File: config.mk
export PLATFORM = sky130hd
export DESIGN_NAME = dw_qsync_send_arbiter
export DESIGN_NICKNAME = d
export VERILOG_FILES = /design/src/rtl/dw_qsync_send_arbiter.sv
export SDC_FILE = /design/constraint.sdc
export NUM_CORES = 1
export LEC_CHECK = 0
export BUFFER_PORTS_ARGS = -buffer_cell sky130_fd_sc_hd__buf_2
export CAP_MARGIN = 40
export CORE_ASPECT_RATIO = 1.4
export CORE_MARGIN = 2
export CORE_UTILIZATION = 34
export CTS_CLUSTER_DIAMETER = 80
export DETAILED_ROUTE_END_ITERATION = 6
export PLACE_DENSITY = 0.7
export RECOVER_POWER = 100
export SLEW_MARGIN = 20
export SYNTH_ARGS = -nofsm -noshare
export SYNTH_HDL_FRONTEND = slang
export SYNTH_SLANG_ARGS = --single-unit
File: constraint.sdc
create_clock -name clk_s -period 5.05 [get_ports clk_s]
set_input_delay 0.2525 -clock clk_s [delete_from_list [all_inputs] [get_ports clk_s]]
set_output_delay 0.2525 -clock clk_s [all_outputs]
set_load 0.05 [all_outputs]
File: src/rtl/dw_qsync_send_arbiter.sv
// rtl/dw_qsync_send_arbiter.sv - round-robin sequencer feeding one quasi-sync low-to-high source port
module dw_qsync_send_arbiter #(
  parameter int NUM_REQ    = 4,
  parameter int WIDTH      = 8,
  parameter int GAP_CYCLES = 1,
  localparam int IDW       = $clog2(NUM_REQ)
) (
  input  logic                     clk_s,
  input  logic                     rst_s,
  input  logic                     init_s,
  input  logic [NUM_REQ-1:0]       en_s,
  input  logic [NUM_REQ-1:0]       req_s,
  input  logic [NUM_REQ*WIDTH-1:0] req_data_s,
  output logic [NUM_REQ-1:0]       gnt_s,
  output logic                     send_s,
  output logic [WIDTH-1:0]         data_s,
  output logic [IDW-1:0]           src_id_s,
  output logic                     busy_s
);

  localparam logic [3:0] GAP_LOAD = 4'(GAP_CYCLES);

  // Round-robin pointer: index that gets first look in the next scan.
  logic [IDW-1:0]     rr_ptr;
  // Idle cycles still owed before another send may be issued.
  logic [3:0]         gap_cnt;

  logic [NUM_REQ-1:0] eligible;
  logic               ready;
  logic               found;
  logic               grant;
  logic [IDW-1:0]     win;
  logic [IDW-1:0]     win_next;
  logic [WIDTH-1:0]   win_data;
  logic [NUM_REQ-1:0] win_onehot;

  assign ready  = (gap_cnt == 4'd0);
  assign grant  = ready & found;
  assign busy_s = (gap_cnt != 4'd0) | send_s;

  // Scan requesters starting at rr_ptr and wrapping; the requester holding
  // this cycle's grant is masked so it cannot win again before it updates.
  always_comb begin : arb_scan
    int idx;
    eligible = req_s & en_s & ~gnt_s;
    found    = 1'b0;
    win      = '0;
    idx      = 0;
    for (int k = 0; k < NUM_REQ; k++) begin
      idx = int'(rr_ptr) + k;
      if (idx >= NUM_REQ) begin
        idx = idx - NUM_REQ;
      end
      if (!found && eligible[idx]) begin
        found = 1'b1;
        win   = IDW'(idx);
      end
    end
  end

  // Winner-derived values: word select, one-hot grant and the wrapped pointer.
  always_comb begin
    win_data   = req_data_s[int'(win)*WIDTH +: WIDTH];
    win_onehot = {{(NUM_REQ-1){1'b0}}, 1'b1} << win;
    win_next   = (int'(win) == NUM_REQ - 1) ? '0 : win + 1'b1;
  end

  // Output/state register: a grant launches one send pulse and reloads the
  // spacing counter; otherwise pulses drop and the counter drains.
  always_ff @(posedge clk_s) begin
    if (rst_s || init_s) begin
      send_s   <= 1'b0;
      gnt_s    <= '0;
      data_s   <= '0;
      src_id_s <= '0;
      rr_ptr   <= '0;
      gap_cnt  <= 4'd0;
    end else if (grant) begin
      send_s   <= 1'b1;
      gnt_s    <= win_onehot;
      data_s   <= win_data;
      src_id_s <= win;
      rr_ptr   <= win_next;
      gap_cnt  <= GAP_LOAD;
    end else begin
      send_s   <= 1'b0;
      gnt_s    <= '0;
      if (gap_cnt != 4'd0) begin
        gap_cnt <= gap_cnt - 4'd1;
      end
    end
  end

  // Grant is at most one-hot and always accompanies the send pulse.
  a_gnt_onehot : assert property (@(posedge clk_s) $onehot0(gnt_s));
  a_send_gnt   : assert property (@(posedge clk_s) send_s == (|gnt_s));
  // While spacing is owed, no send may follow.
  a_spacing    : assert property (@(posedge clk_s) disable iff (rst_s || init_s)
                                  (gap_cnt != 4'd0) |=> !send_s);

endmodule

==> flow_summary.yaml <==
run_status:
  status: "completed"
critical_path:
  startpoint_type: "flip-flop"
  startpoint: "gap_cnt[0]"
  arrival_ns: 3.06
  path_class: "flip-flop to flip-flop"
  r2r-start: "gap_cnt[0]"
  path_max_fanout: 12
  cp.required_ns: 5.26
  crit_path_end_kind: "flip-flop"
drt:
  drc_errors: 0
  vias: 1320
  wl_mm: 3.39
  drt_pre_antenna_iters: 4
  wire_per_inst_um: 14.7
  drt_iter0_drc: 37
  detail_route.vias_per_cell: 5.71
  ant_nets: 0
logic_synthesis:
  synth_cell_type_count: 46
  synth_area_per_cell_um2: 9.20
  syn_inst: 134
  yosysWarnings: 0
  syn-num-nets: 179
  ys_ff_latch: 21
  syn-cell-area_um2: 1230
  async_reset_ff_frac: 0
  ys.flop_type: "dfxtp_1"
  yosysSeqAreaShare: 0.341
  synth_edf_count: 0
timing:
  slew_headroom: 0.0879
  tns_ns: 0
  rsz0062_at_grt: "false"
  drv_slew: 0
  fin_crit_sh: 0.565
  setup_violations: 0
  fin_crit_ns: 2.85
  max_freq_mhz: 351
  timing.final.ws_setup_ns: 2.20
  hold_viol_final: 0
  skew_ns: 0.00598
  tightest_slew_ns: 1.36
final_layout:
  layout-drive-gt1-share: 0.267
  area_growth_pct: 24.3
  fin_nets: 237
  utilization: 0.449
  diodes: 0
  layoutNonFillerInstCount: 231
floorplan:
  die_w_um: 54.9
  die_area_um2: 4130
  initial_core_util: 0.361
  core-area_um2: 3410
  dieHeight_um: 75.2
  row_count: 25
  io_pins: 59
global_routing:
  grt_max_degree: 15
  gr-usage-all-layers: 0.178
  grt_pass1_wl_mm: 5.34
  antenna_found_initial: 0
  grt_pass1_vias: 1245
  overflow: 0
power:
  ir_worst_vdd_v: 0.000149
  cellPowerDensity_nw_per_um2: 285
  power.leakage_uw: 0.000644
clock_network:
  cts.clk_slew.worst_paths_ns: 0.08
  clock_path_buffers: 2
  hold_buffers: 0
  cts_buffers: 3
  cts_resized: 0
  h-tree-depth: 1
  post_cts_buffers: 0
  cts_tree: "yes"
  insertion_delay_ns: 0.27
  clkSinkCount: 21
  root_buffer: "clkbuf_8"
placed_design:
  place_ws_ns: 2.84
  port_buffers: 58
  dpl.hpwl_mm: 2.68
  place_inst: 227
  gp_congestion: 0.818
hold_path:
  hold_start: "req_data_s[19]"
  hp-class: "input port to flip-flop"
flow_run:
  max_cap_violations: 0
==> sequential cells by signal (all words and copies together), names as in the netlist <==
signal,cells
data_s,8
gap_cnt,4
gnt_s,4
rr_ptr,2
src_id_s,2
send_s,1
==> Yosys cell counts (2+ instances only) <==
library cell / count / share of area
nand3_1: 15 / 0.061
nand4_1: 6 / 0.030
o31ai_1: 5 / 0.030
buf_2: 3 / 0.012
nand2b_1: 2 / 0.010
mux2i_1: 4 / 0.032
nand2_1: 14 / 0.043
nor2_1: 8 / 0.024
xnor2_1: 3 / 0.021
ha_1: 2 / 0.020
o221ai_1: 2 / 0.014
a32oi_1: 6 / 0.043
nand3b_1: 3 / 0.018
or2_2: 2 / 0.010
dfxtp_1: 21 / 0.34
a2111o_1: 5 / 0.046
o211ai_1: 2 / 0.012
inv_1: 3 / 0.0091
==> cell usage in the layout, fill, tap and decap left out, types with 2 or more instances in the layout <==
| cell type | synthesis | layout |
|---|---|---|
| o211ai_1 | 2 | 2 |
| nand2_1 | 14 | 14 |
| dfxtp_1 | 21 | 21 |
| o221ai_1 | 2 | 2 |
| mux2i_1 | 4 | 4 |
| a32oi_1 | 6 | 6 |
| nor2_1 | 8 | 9 |
| nand3_1 | 15 | 15 |
| nand4_1 | 6 | 6 |
| ha_1 | 2 | 2 |
| or2_2 | 2 | 2 |
| nand2b_1 | 2 | 2 |
| o31ai_1 | 5 | 5 |
| inv_1 | 3 | 3 |
| clkbuf_8 | 0 | 3 |
| buf_2 | 3 | 42 |
| nand3b_1 | 3 | 3 |
| clkbuf_1 | 0 | 17 |
| xnor2_1 | 3 | 3 |
| a2111o_1 | 5 | 5 |
==> critical path, cell delays in order (launching register included) <==
cell	delay, ns
dfxtp_1	0.34
inv_1	0.08
ha_1	0.13
or3b_1	0.46
a41o_1	0.33
a311oi_1	1.09
a32oi_1	0.24
nand3_1	0.12
==> power by group <==
part,switching (µW),internal [µW],leakage [µW],total (µW)
logic,93.7,45.4,0.000451,139
registers,7.52,177,0.000171,184
clock network,56.2,56.3,0.0000228,113
total,157,278,0.000644,436
==> worst paths after layout <==
| kind | slack (ns) | cells past startpoint | to |
|---|---|---|---|
| worst max register to register | 2.20 | 7 | data_s[5] |
| worst min register to register | 0.44 | 2 | src_id_s[0] |
| worst max-delay path | 2.20 | 7 | data_s[5] |
| worst min-delay path | 0.21 | 3 | data_s[3] |
==> area by class of cell <==
cell class	instances	area, µm²
Fill cell	355	1880
Timing Repair Buffer	59	278
Clock buffer	4	45.0
Sequential cell	21	420
Tap cell	40	50.0
Multi-Input combinational cell	104	727
Inverter	3	11.3
==> metal layers <==
metal  track usage  up-vias  wire, µm
met4        0.0944        0        72
met5             0        -         0
met2         0.312       62      1740
met3        0.0377        9       233
li1              -      641         -
met1         0.192      608      1350
==> stage by stage <==
step	hold WS [ns]	cell area [µm²]	power [µW]
after floorplan	0.399	1230	297
after global placement	0.426	1540	333
after detailed placement	0.429	1540	335
after CTS	0.212	1590	447
after global routing	0.224	1530	459
final	0.211	1530	436
==> cell families after synthesis <==
logic type | after synthesis | synth area share
xor+xnor | 3 | 0.0213
fa+ha+maj | 2 | 0.0203
flops | 21 | 0.341
buf+inv | 9 | 0.0396
simple gates | 63 | 0.295
compound gates | 32 | 0.250
mux | 4 | 0.0325
(Power assumes the default switching activity.)
